===== src/rtl/pc_gen.sv =====
// Fetch-PC register and next-PC generator with MEM-stage redirect, flush and fetch bubble.
// Optional performance counters are built when PERF_CNT_EN is defined.
`ifndef NPC_PLUS4
`define NPC_PLUS4  3'd0
`endif
`ifndef NPC_BRANCH
`define NPC_BRANCH 3'd1
`endif
`ifndef NPC_JUMP
`define NPC_JUMP   3'd2
`endif
`ifndef NPC_JALR
`define NPC_JALR   3'd3
`endif

module pc_gen #(
  parameter int               WIDTH         = 32,
  parameter logic [WIDTH-1:0] RESET_PC      = 32'h0000_3000,
  parameter int               INC           = 4,
  parameter int               REDIR_BUBBLES = 1,
  parameter int               CNT_W         = 32
) (
  input  logic             clk,
  input  logic             rst,
  input  logic             stall,
  input  logic [2:0]       redir_op,
  input  logic [WIDTH-1:0] redir_pc,
  input  logic [WIDTH-1:0] redir_imm,
  input  logic [WIDTH-1:0] redir_rs1,
  output logic [WIDTH-1:0] pc,
  output logic             pc_valid,
  output logic             flush,
  output logic             misalign,
  output logic [CNT_W-1:0] redir_cnt,
  output logic [CNT_W-1:0] stall_cnt
);

  localparam int SH = (INC > 1) ? $clog2(INC) : 0;
  localparam logic [WIDTH-1:0] LOW =
    WIDTH'((64'd1 << SH) - 64'd1);

  typedef enum logic [1:0] {
    BOOT,
    RUN,
    BUBBLE
  } state_t;

  state_t           state, state_n;
  logic [WIDTH-1:0] pc_n;
  logic             valid_n;
  logic [2:0]       bcnt, bcnt_n;
  logic             is_redir;
  logic             taken;
  logic [WIDTH-1:0] raw;
  logic [WIDTH-1:0] tgt;

  always_comb begin
    is_redir = 1'b0;
    raw      = redir_pc + redir_imm;
    case (redir_op)
      `NPC_BRANCH,
      `NPC_JUMP: is_redir = 1'b1;
      `NPC_JALR: begin
        is_redir = 1'b1;
        raw      = (redir_rs1 + redir_imm) &
                   ~WIDTH'(1);
      end
      default: is_redir = 1'b0;
    endcase
  end

  // BOOT and reset mask the redirect so nothing is flushed before the first fetch
  assign taken    = is_redir && !rst &&
                    (state != BOOT);
  assign tgt      = raw & ~LOW;
  assign flush    = taken;
  assign misalign = taken && (|(raw & LOW));

  always_comb begin
    state_n = state;
    pc_n    = pc;
    valid_n = pc_valid;
    bcnt_n  = bcnt;
    if (state == BOOT) begin
      state_n = RUN;
      valid_n = 1'b1;
    end else if (taken) begin
      pc_n = tgt;
      if (REDIR_BUBBLES > 0) begin
        state_n = BUBBLE;
        valid_n = 1'b0;
        bcnt_n  = 3'(REDIR_BUBBLES);
      end else begin
        state_n = RUN;
        valid_n = 1'b1;
      end
    end else if (state == BUBBLE) begin
      if (bcnt <= 3'd1) begin
        state_n = RUN;
        valid_n = 1'b1;
        bcnt_n  = 3'd0;
      end else begin
        bcnt_n = bcnt - 3'd1;
      end
    end else if (!stall) begin
      pc_n = pc + WIDTH'(INC);
    end
  end

  always_ff @(posedge clk or posedge rst) begin
    if (rst) begin
      state    <= BOOT;
      pc       <= RESET_PC;
      pc_valid <= 1'b0;
      bcnt     <= 3'd0;
    end else begin
      state    <= state_n;
      pc       <= pc_n;
      pc_valid <= valid_n;
      bcnt     <= bcnt_n;
    end
  end

`ifdef PERF_CNT_EN
  logic [CNT_W-1:0] rc, sc;
  logic             stall_run;

  assign stall_run = (state == RUN) && stall &&
                     !taken;

  always_ff @(posedge clk or posedge rst) begin
    if (rst) begin
      rc <= '0;
      sc <= '0;
    end else begin
      if (taken && !(&rc))
        rc <= rc + CNT_W'(1);
      if (stall_run && !(&sc))
        sc <= sc + CNT_W'(1);
    end
  end

  assign redir_cnt = rc;
  assign stall_cnt = sc;
`else
  assign redir_cnt = '0;
  assign stall_cnt = '0;
`endif

endmodule


===== config.mk =====
export PLATFORM = sky130hd
export DESIGN_NAME = pc_gen
export DESIGN_NICKNAME = d
export VERILOG_FILES = /design/src/rtl/pc_gen.sv
export SDC_FILE = /design/constraint.sdc
export NUM_CORES = 1
export LEC_CHECK = 0
export ABC_AREA = 1
export CORE_MARGIN = 5
export CORE_UTILIZATION = 52
export CTS_BUF_LIST = sky130_fd_sc_hd__clkbuf_4 sky130_fd_sc_hd__clkbuf_8
export CTS_CLUSTER_DIAMETER = 80
export DETAILED_ROUTE_END_ITERATION = 8
export GPL_ROUTABILITY_DRIVEN = 1
export PLACE_DENSITY_LB_ADDON = 0.3
export SLEW_MARGIN = 20
export SYNTH_ARGS = -nofsm -noshare
export SYNTH_HDL_FRONTEND = slang
export SYNTH_SLANG_ARGS = --single-unit

===== constraint.sdc =====
create_clock -name clk -period 2.12 [get_ports clk]
set_clock_uncertainty 0.05 [all_clocks]
set_input_delay 0.318 -clock clk [delete_from_list [all_inputs] [get_ports clk]]
set_output_delay 0.318 -clock clk [all_outputs]
set_load 0.03 [all_outputs]

[Word level (Yosys, flattened, before mapping)]
Cells that the tools add are included.
Widths: inputs -> output; s select.
Cells by class
  add/sub/neg operators: 4
  $lt $le $gt $ge: 1
  reductions and logical operators: 14
  bitwise logic cells: 1
  muxes and demuxes: 16
  eq/ne operators: 6
Operator list (number)
  $mux 32: 4
  $add 32x32->32: 2
  $add 32x3->32 const B: 1
  $mux 3: 3
  $mux 2: 4
  $eq 3x2->1 const B: 2
  $reduce_bool 3->1: 2
  $mux 1: 5
  $reduce_and 2->1: 2
  $reduce_bool 2->1: 2
  $eq 3x1->1 const B: 1
  $le 3x1->1 const B: 1
  $logic_and 1x1->1: 3
  $reduce_and 3->1: 1
  $reduce_or 3->1: 1
  $sub 3x1->3 const B: 1
  $eq 2x2->1 const B: 1
  $logic_not 2->1: 1
  $ne 2x1->1 const B: 1
  $ne 2x2->1 const B: 1
  $reduce_or 2->1: 1
  $logic_not 1->1: 1
  $not 1->1: 1
Storage, ports and cells
  logic and storage cells: 46
  register bits: 38

[Depth between registers and ports, before layout]
Gate-level depths: netlist (run 1).
  word-level depth: 7
  depth in mapped cells: 16
  mapped depth without buffers: 16

[Worst setup path after synthesis (run 1)]
Ideal clock, no wire load.
  path kind: input-to-reg
  start point: in redir_imm[0]
  end point: reg pc[16]
  library setup time: 0.128 ns
  stages on the path: 14
  slack: 0.116 ns
  arrival time: 1.826 ns
  path buffers: 0
  path through: nand2_1 inv_1 fa_1 nand3_1 nand3_1 nand2_1 nand2_1 nand2_1 nand2_1 or2_2 nand2_1 nand3_1 nand3_1 o21ai_0
On the way
  longest elaborated chain between the ends: 3
  elaborated cells between the ends (all ways): 4
  those cells by class: 2 x add/sub; 2 x mux
RTL lines
  start: declaration: RTL line 28  | input logic [WIDTH-1:0] redir_imm,
  $add 32x32->32 (on tied branches): RTL line 59, 65
  $mux 32 (*): RTL line 60  | case (redir_op)
  $mux 32 (*): RTL line 87  | end else if (taken) begin
  end signal: assignment: RTL line 118  | pc <= pc_n;
  end: declaration: RTL line 30  | output logic [WIDTH-1:0] pc,
Mark *: on every way between the ends. The rest lies on a longest branch, timed or not.
A chain may end at the register's enable or synchronous reset.

[Worst setup path after layout (run 1)]
  start point: in redir_imm[6]
  end point: reg pc[7]
The elaborated chain is that of the path after synthesis.

==> reports/qor.yml, run 1 <==
violations: "setup timing"
path_buf_inv: 5
power_frac_comb_pct: 72.8
synth_compound_gate_area_share_pct: 11.97
grt_antenna_before_repair: 0
netlist_area_um2: 7785
cts_buffer_depth: 2
syn_area_per_cell_um2: 5.421
vias_per_cell: 5.687
io_pins: 201
startpoint_type: "input pin"
fmaxAchievable_mhz: 456.3
netlist.area_leader.share_pct: 23.43
synth_top_family_by_area: "simple AND/OR/NAND/NOR gates"
dpl_cell_area_um2: 10370
cp_slowest_cell: "dlygate4sd2_1"
initial_utilization_pct: 53.36
antenna_left: 0
synthDistinctLibCells: 44
worst_slack_ps: -71.34
first_iter_violations: 1223
critical_path.max_stage_delay_ps: 430
yosys-top-cells-area: "nand2_1, inv_1, dfrtp_1"
place_congestion: 0.9932
ys.warnings.count: 0
hold_slack_ps: 473.2
clock-root-buffer: "clkbuf_8"
min_period_ps: 2191
clk_latency_ps: 310
synthAdderAreaFrac_pct: 10.80
post-route-util_pct: 83.79
dieArea_um2: 17520
layout_commonest_cell: "nand2_1"
path_class: "input pin to register"
drc: 0
end_kind: "register"
synth_edf_count: 0
cts_buffers: 5
outcome: "finished, violations left"
switchingPower_mw: 4.356
cp_cell_sequence: "dlygate4sd2_1, ha_4, nand2_4, inv_1, a21oi_1, nand2_1, buf_4, a21oi_1, o21ai_0, buf_4, nand3_1, o221ai_1, inv_1"
synth-simple-area-share_pct: 43.39
antenna-diode-count: 0
area_delta_synth_final_pct: 57.02
final-hold-violation-count: 0
clock_power_share_pct: 7.7
grt_pass1_vias: 9569
cts.clk_slew.worst_paths_ps: 80
ys_ff_latch: 36
syn_inst: 1436
synthXorXnorAreaFrac_pct: 3.038
vias: 11039
p_per_area_nw_per_um2: 668.5
first_pass_iters: 8
die_h_um: 132.4
hold_class: "input pin to async pin"
clock-sinks: 36
grt_pass1_wl_mm: 47.62
htree_levels: 2
internal-power_mw: 3.816
drive_gt1_share_pct: 28.51
seq_power_share_pct: 19.5
worstPathArrival_ps: 2380
wl_per_cell_um: 18.34
rows: 44
cp_top_family: "buffers and inverters"
stdcell_area_um2: 12220
crit_fanout: 4
total_leakage_power_nw: 6.512
synth_top_cell_by_area: "nand2_1"
swShare_pct: 53.30
cts_tree: "yes"
port_buffers: 134
fin_nets: 1924
grt_start_max_net_pins: 37
dp_hpwl_mm: 24.17
grtUsageTotal_pct: 32.61
peakVddDrop_mv: 0.5514
postCtsHoldBufs: 0
finalSetupViolations: 6
layout_common_cells: "nand2_1, inv_1, buf_4"
rsz0062_at_grt: "true"
maxCapViolations: 0
final_max_slew_viol_count: 0
wl_mm: 35.61
die_w_um: 132.4
overflow: 0
yosys_most_used_dff: "dfrtp_1"
ys_seq_area_share_pct: 11.60
worstPathRequired_ps: 2310
layout_worst_path_cycle_share_pct: 103.4
core_area_um2: 14590
async_flop_share_pct: 100.0
synthMuxAreaShare_pct: 0
cells in the mapped netlist, types with 2 or more instances:
cell type / instances
nand2_1: 486
inv_1: 247
nor2_1: 125
nand3_1: 105
a21oi_1: 93
buf_4: 66
ha_1: 64
o21ai_0: 56
dfrtp_1: 34
nor3_1: 25
xor2_1: 21
nand4_1: 15
nand3b_1: 13
clkbuf_1: 9
buf_2: 6
nor2_2: 6
o21bai_1: 6
xnor2_1: 6
nand2_2: 5
nor4_1: 5
o21ai_1: 5
a31oi_1: 4
nor2_4: 4
and2_1: 3
a21o_1: 2
dfstp_2: 2
fa_1: 2
nand3_2: 2
o21a_1: 2
o22ai_1: 2
or2_2: 2
worst min-delay path: stages:
cell and delay, ps:
clkdlybuf4s50_1 460, inv_1 70, buf_4 420
power by group through the flow:
stage,Clock [mW],Combinational [mW],Sequential (mW)
floorplan,0,2.53,1.99
CTS,0.633,5.23,1.54
finish,0.633,5.95,1.59
global route,0.673,6.35,1.64
global placement,0,4.92,1.54
detailed placement,0,5.01,1.55
path summary, 6_finish.rpt:
kind	startpoint	to	slack, ps	depth (start not counted)
worst max-delay path	redir_imm[6]	pc[7]$_DFFE_PP0P_	-70	13
worst min-delay path	rst	pc[2]$_DFFE_PP0P_	470	3
worst max register to register	pc[2]$_DFFE_PP0P_	pc[25]$_DFFE_PP0P_	110	10
worst min register to register	state[1]$_DFFE_PP0P_	state[1]$_DFFE_PP0P_	470	2
max in group asynchronous	rst	pc[17]$_DFFE_PP0P_	1170	3
min in group clk	state[1]$_DFFE_PP0P_	state[1]$_DFFE_PP0P_	470	2
final cells by class:
cell class                      instances  area, µm²
Sequential cell                        36      913.4
Inverter                              248      930.9
Clock buffer                            6      76.32
Clock inverter                          2      35.03
Fill cell                             938       2365
Multi-Input combinational cell       1136       7166
Timing Repair Buffer                  329       2873
Tap cell                              184      230.2
routing by layer:
| layer | part of all wire, % | track usage [%] | vias up |
|---|---|---|---|
| met3 | 9.2 | 4.504 | 184 |
| li1 | - | - | 5036 |
| met1 | 37 | 41.83 | 5026 |
| met4 | 6.5 | 11.43 | 0 |
| met5 | 0 | 0 | - |
| met2 | 47 | 55.84 | 793 |
flip-flops by register name, indices dropped and copies added, names as in the netlist:
| register | cells |
|---|---|
| state | 2 |
| bcnt | 3 |
| pc | 30 |
| pc_valid | 1 |
through the flow:
stage | TNS, ps | setup WS [ps] | power (mW) | std cells
floorplan | 0 | 116.3 | 4.525 | 1501
global placement | -12780 | -591.8 | 6.466 | 1911
detailed placement | -13980 | -623.1 | 6.562 | 1911
CTS | -21.95 | -16.38 | 7.399 | 1921
global route | -1199 | -161.3 | 8.664 | 1941
finish | -220.1 | -71.34 | 8.172 | 1941
kinds of logic after synthesis:
logic type | Yosys count
AO/OA/AOI/OAI | 176
XOR/XNOR | 27
buffers and inverters | 329
other | 1
flip-flops | 36
AND/OR/NAND/NOR | 801
adder cells (fa/ha/maj) | 66
what timing repair did:
item	4_1_cts	5_1_grt
endpoints found under the setup margin	28	27
gates resized for setup	153	253
buffers inserted	2	20
pin swaps	25	67
(Power assumes the default switching activity.)
==> inputs of run 2 (changes only) <==
Settings changed: CORE_UTILIZATION 52 to 55.
Clock period 2.12 ns to 2.7 ns, I/O delays scaled along.
==> run 2 against run 1 <==
Against the previous run: the flow now finishes without violations; setup slack better by 270 ps; non-clock buffer count is 117 lower; count of clock-buffer cells in the layout is 1 lower; via count is 14% lower; clock power is 20% lower; combinational power is 37% lower; routed wire length is 24% lower; power is 33% lower; critical path type unchanged; largest cell class unchanged.
==> reports/qor.yml, run 2 (same netlist as run 1, synthesis figures left out) <==
postCtsHoldBufs: 0  # unchanged
vias: 9487  # was 11,039
cts_buffer_depth: 2  # unchanged
overflow: 0  # unchanged
largest_reg_flops: 30  # unchanged
cp_slowest_cell: "clkdlybuf4s50_1"  # was dlygate4sd2_1
path_class: "input pin to register"  # unchanged
wl_met2_mm: 11.93  # was 16.83 mm
wl_per_cell_um: 14.80  # was 18.34 µm
rsz0062_at_grt: "false"  # was true
rows: 43  # was 44
port_buffers: 134  # unchanged
grt_pass1_wl_mm: 41.94  # was 47.62 mm
stdcell_area_um2: 9741  # was 12,220 µm²
startpoint_type: "input pin"  # unchanged
tightest_slew_ps: 557.4
hold_path_depth: 2
drive_gt1_share_pct: 6.768  # was 28.51%
post-route-util_pct: 70.17  # was 83.79%
dr_wl_met3_mm: 2.448  # was 3.265 mm
critPathMostFrequentCell: "nand2_1"
layout_common_cells: "nand2_1, inv_1, clkdlybuf4s50_1"  # was nand2_1, inv_1, buf_4
initial_utilization_pct: 56.08  # was 53.36%
cts_buffers: 5  # unchanged
maxSlewHeadroom_pct: 62.80
wl_mm: 26.93  # was 35.61 mm
cp_cell_sequence: "clkdlybuf4s50_1, ha_1, fa_1, nand3_1, nand3_1, nand2_1, nand2_1, nand2_1, nand2_1, nand2_1, nand3_1, nand3_1, nand2_1, nor2_1, nor2_1"  # was dlygate4sd2_1, ha_4, nand2_4, inv_1, a21oi_1, nand2_1, buf_4, a21oi_1, o21ai_0, buf_4, nand3_1, o221ai_1, inv_1
die_w_um: 129.0  # was 132.4 µm
peakVddDrop_mv: 0.3502  # was 0.5514 mV
hold_class: "register to register"  # was input pin to async pin
final_max_slew_viol_count: 0  # unchanged
cts.clk_slew.worst_paths_ps: 90  # was 80 ps
fmaxAchievable_mhz: 400.1
top_layer: "met4"  # unchanged
io_pins: 201  # unchanged
top_register: "pc"  # unchanged
cts_resized: 0  # was 153
cts_tree: "yes"  # unchanged
first_iter_violations: 910  # was 1,223
p_total_mw: 5.475  # was 8.172 mW
die_h_um: 129.0  # was 132.4 µm
finalSetupViolations: 0  # was 6
ff2ff_path_depth: 13  # was 10
core_area_um2: 13880  # was 14,590 µm²
worstPathRequired_ps: 2850  # was 2310 ps
dp_hpwl_mm: 22.98  # was 24.17 mm
grt_antenna_before_repair: 0  # unchanged
reg.largest.list: "pc x30, bcnt x3, state x2"  # unchanged
post_cts_buffers: 0  # was 2
htree_levels: 2  # unchanged
area_delta_synth_final_pct: 25.12  # was 57.02%
place_congestion: 0.9689  # was 0.9932
critical_path.max_stage_delay_ps: 430  # about the same
end_kind: "register"  # unchanged
worstPathArrival_ps: 2650  # was 2380 ps
p_per_area_nw_per_um2: 562.1  # was 668.5 nW/µm²
drc: 0  # unchanged
final-hold-violation-count: 0  # unchanged
vias_per_cell: 5.213  # was 5.687
first_pass_iters: 9  # was 8
clk_latency_ps: 310  # about the same
antenna-diode-count: 0  # unchanged
grtUsageTotal_pct: 31.20  # was 32.61%
wl_met1_mm: 11.42  # was 13.20 mm
dpl_cell_area_um2: 9629  # was 10,370 µm²
setup_tns_ps: 0  # was -220.1 ps
clock-sinks: 36  # unchanged
fin_nets: 1807  # was 1,924
dieArea_um2: 16630  # was 17,520 µm²
antenna_left: 0  # unchanged
grt_start_max_net_pins: 37  # unchanged
min_period_ps: 2500
clock-root-buffer: "clkbuf_8"  # unchanged
crit_fanout: 5  # was 4
layout_worst_path_cycle_share_pct: 92.57
outcome: "completed"  # was finished, violations left
layout_commonest_cell: "nand2_1"  # unchanged
grt_pass1_vias: 8725  # was 9,569
total_leakage_power_nw: 5.387  # was 6.512 nW
maxCapViolations: 0  # unchanged
-- run 2: cell types whose count changed in the layout (fill, tap and decap cells not counted), sizes merged --
cell,previous run,this run
clkdlybuf4s50,61,132
buf,197,80
dlymetal6s2s,37,0
dlygate4sd2,29,0
clkbuf,11,5
clkinvlp,0,1
-- run 2: routing by layer --
layer  vias up  track usage [%]
li1       4801                -
met1      4139            40.86
met2       486            51.16
met3        61            5.313
met4         0            12.17
met5         -                0
-- run 2: worst paths after layout --
check                                     startpoint                   end  slack [ps]
worst max-delay path                    redir_imm[0]    pc[26]$_DFFE_PP0P_         200
worst min-delay path            state[1]$_DFFE_PP0P_  state[1]$_DFFE_PP0P_         470
worst max register to register     pc[2]$_DFFE_PP0P_    pc[30]$_DFFE_PP0P_         530
worst min register to register  state[1]$_DFFE_PP0P_  state[1]$_DFFE_PP0P_         470
max in group asynchronous                        rst    pc[12]$_DFFE_PP1P_        1700
min in group asynchronous                        rst  state[0]$_DFFE_PP0P_         550
-- run 2: critical path, delay by kind of cell --
| kind | cells | cell delay, ps |
|---|---|---|
| buffers and inverters | 1 | 430 |
| adder cells (fa/ha/maj) | 2 | 630 |
| AND/OR/NAND/NOR | 12 | 1200 |
-- run 2: per-stage QoR --
| step | worst slack [ps] | hold slack [ps] | cells |
|---|---|---|---|
| final | 200.5 | 474.5 | 1820 |
| after floorplan | 578.1 | 414.4 | 1501 |
| after global routing | 15.52 | 484.3 | 1820 |
| after CTS | 195.5 | 471.4 | 1820 |
| after global placement | -50.15 | 431.4 | 1812 |
| after detailed placement | -117.7 | 448.9 | 1812 |
-- run 2: where the power goes --
part	total, mW	leakage, nW	internal (mW)	switching (mW)
registers	1.24	0.404	0.815	0.428
logic	3.73	4.93	1.41	2.32
clock network	0.506	0.0541	0.274	0.232
-- run 2: final cells by class --
cell class | count | area, µm²
timing repair buffer | 212 | 1934
tap | 180 | 225.2
sequential | 36 | 903.4
multi-input combinational | 1136 | 5635
inverter | 248 | 930.9
clock inverter | 3 | 42.54
fill | 1307 | 4140
clock buffer | 5 | 68.82
==> inputs of run 3 (changes only) <==
Settings changed: DONT_BUFFER_PORTS from default to 1, MAX_ROUTING_LAYER from default to met4.
==> run 3 against run 2 <==
Against the previous run: power down 12%; final cell count down 11%; routed wire length down 6.3%; largest cell class unchanged.
==> reports/qor.yml, run 3 (same netlist as run 1, synthesis figures left out) <==
outcome: "completed"  # unchanged
worstPathArrival_ps: 2460  # was 2650 ps
top_usage_layer: "met2"  # unchanged
post_cts_buffers: 0  # unchanged
finalSetupViolations: 0  # unchanged
rows: 43  # unchanged
core_area_um2: 13880  # unchanged
hold_class: "input pin to async pin"  # was register to register
antenna-diode-count: 0  # unchanged
initial_utilization_pct: 56.08  # unchanged
fmaxAchievable_mhz: 446.3  # was 400.1 MHz
nFillCells: 1480  # was 1,307
dp_hpwl_mm: 21.30  # was 22.98 mm
place_congestion: 1.011  # was 0.9689
first_pass_iters: 6  # was 9
end_kind: "register"  # unchanged
grt_pass1_wl_mm: 39.51  # was 41.94 mm
maxSlewHeadroom_pct: 65.14  # was 62.80%
overflow: 0  # unchanged
vias_per_cell: 5.333  # was 5.213
gr-usage-met2_pct: 48.02  # was 51.16%
grt_pass1_vias: 7697  # was 8,725
drc: 0  # unchanged
final-hold-violation-count: 0  # unchanged
clock-root-buffer: "clkbuf_8"  # unchanged
clock-sinks: 36  # unchanged
dieArea_um2: 16630  # unchanged
timing.rr.start: "pc[4]$_DFFE_PP0P_"  # was pc[2]$_DFFE_PP0P_
top_register: "pc"  # unchanged
cts_resized: 0  # unchanged
final_cell_count_no_fill: 1628  # was 1,820
io_pins: 201  # unchanged
layout_commonest_cell: "nand2_1"  # unchanged
grtUsageTotal_pct: 30.43  # was 31.20%
multi_input_area_um2: 5635  # unchanged
wl_per_cell_um: 15.49  # was 14.80 µm
startpoint_type: "register"  # was input pin
clk_latency_ps: 320  # was 310 ps
area.sequential_um2: 903.4  # unchanged
cts.clk_slew.worst_paths_ps: 80  # was 90 ps
ff2ff_setup_slack_ps: 460  # was 530 ps
wl_mm: 25.23  # was 26.93 mm
die_w_um: 129.0  # unchanged
met3_usage_pct: 4.857  # was 5.313%
vias: 8682  # was 9,487
port_buffers: 0  # was 134
htree_levels: 2  # unchanged
setup_tns_ps: 0  # unchanged
rsz0062_at_grt: "false"  # unchanged
final_max_slew_viol_count: 0  # unchanged
area_delta_synth_final_pct: 2.363  # was 25.12%
hold_slack_ps: 38.01  # was 474.5 ps
cts_buffers: 5  # unchanged
dp.cells: 1620  # was 1,812
min_period_ps: 2241  # was 2500 ps
largest_reg_flops: 30  # unchanged
path_class: "register to register"  # was input pin to register
die_h_um: 129.0  # unchanged
peakVddDrop_mv: 0.3176  # was 0.3502 mV
rr_endpoint: "pc[23]$_DFFE_PP0P_"  # was pc[30]$_DFFE_PP0P_
crit_start: "pc[4]$_DFFE_PP0P_"  # was redir_imm[0]
antenna_left: 0  # unchanged
grt_antenna_before_repair: 0  # unchanged
grt_start_max_net_pins: 37  # unchanged
layout_common_cells: "nand2_1, inv_1, nor2_1"  # was nand2_1, inv_1, clkdlybuf4s50_1
use_met1_pct: 41.18  # was 40.86%
cts_tree: "yes"  # unchanged
tightest_slew_ps: 522.9  # was 557.4 ps
fin_nets: 1615  # was 1,807
ff2ff_path_depth: 12  # was 13
crit_fanout: 5  # unchanged
layout_worst_path_cycle_share_pct: 82.99  # was 92.57%
maxCapViolations: 0  # unchanged
first_iter_violations: 1045  # was 910
endpoint: "pc[23]$_DFFE_PP0P_"  # was pc[26]$_DFFE_PP0P_
worstPathRequired_ps: 2910  # was 2850 ps
p_per_area_nw_per_um2: 607.0  # was 562.1 nW/µm²
post-route-util_pct: 57.41  # was 70.17%
drive_gt1_share_pct: 3.522  # was 6.768%
total_leakage_power_nw: 4.581  # was 5.387 nW
reg.largest.list: "pc x30, bcnt x3, state x2"  # unchanged
cts_buffer_depth: 2  # unchanged
postCtsHoldBufs: 0  # unchanged
==> run 3: changes by cell type in the layout (fill, tap and decap cells not counted), sizes merged <==
cell and delta:
clkinvlp -1, clkdlybuf4s50 -132, clkbuf +1, buf -60
==> run 3: metrics by stage <==
step | setup slack (ps) | power (mW) | area (µm²)
floorplan | 578.1 | 3.553 | 8029
global placement | 359.4 | 4.235 | 7858
detailed placement | 339.3 | 4.278 | 7858
CTS | 525.1 | 4.793 | 7969
global route | 193.4 | 5.238 | 7969
finish | 459.4 | 4.837 | 7969
==> run 3: final cells by class <==
| class | count | share of cell area, % |
|---|---|---|
| Tap cell | 180 | 2.826 |
| Timing Repair Buffer | 20 | 2.041 |
| Clock buffer | 6 | 0.9578 |
| Multi-Input combinational cell | 1136 | 70.72 |
| Clock inverter | 2 | 0.4396 |
| Sequential cell | 36 | 11.34 |
| Inverter | 248 | 11.68 |
==> run 3: critical path, cell delays in order (launching register included) <==
cell	delay, ps
dfrtp_1	620
nand3_1	250
inv_1	170
nand4_1	210
nor3_2	230
nand2_1	100
nor2_1	170
nand2_1	90
nand3_1	70
o21ai_1	60
inv_1	80
nand2_1	50
inv_1	40
==> run 3: worst min path at each step <==
stage	cells past startpoint	endpoint	from	slack (ps)
after floorplan	2	state[1]$_DFFE_PP0P_	state[1]$_DFFE_PP0P_	410
after global placement	2	pc_valid$_DFFE_PP0P_	rst	390
after detailed placement	2	pc_valid$_DFFE_PP0P_	rst	400
after CTS	2	bcnt[2]$_DFFE_PP0P_	rst	60
after global routing	2	pc[6]$_DFFE_PP0P_	rst	100
final	2	pc[6]$_DFFE_PP0P_	rst	40
==> run 3: per-layer routing <==
layer / vias up / wire (µm)
met5: - / 0
met2: 423 / 11240
met4: 0 / 534
met1: 3800 / 11230
met3: 37 / 2217
li1: 4422 / -
==> run 3: where the power goes <==
part | internal [mW] | switching (mW) | leakage, nW | total, mW
logic | 0.899 | 1.92 | 4.12 | 2.82
clock network | 0.284 | 0.223 | 0.0586 | 0.507
registers | 0.809 | 0.703 | 0.404 | 1.51
total | 1.99 | 2.84 | 4.58 | 4.84
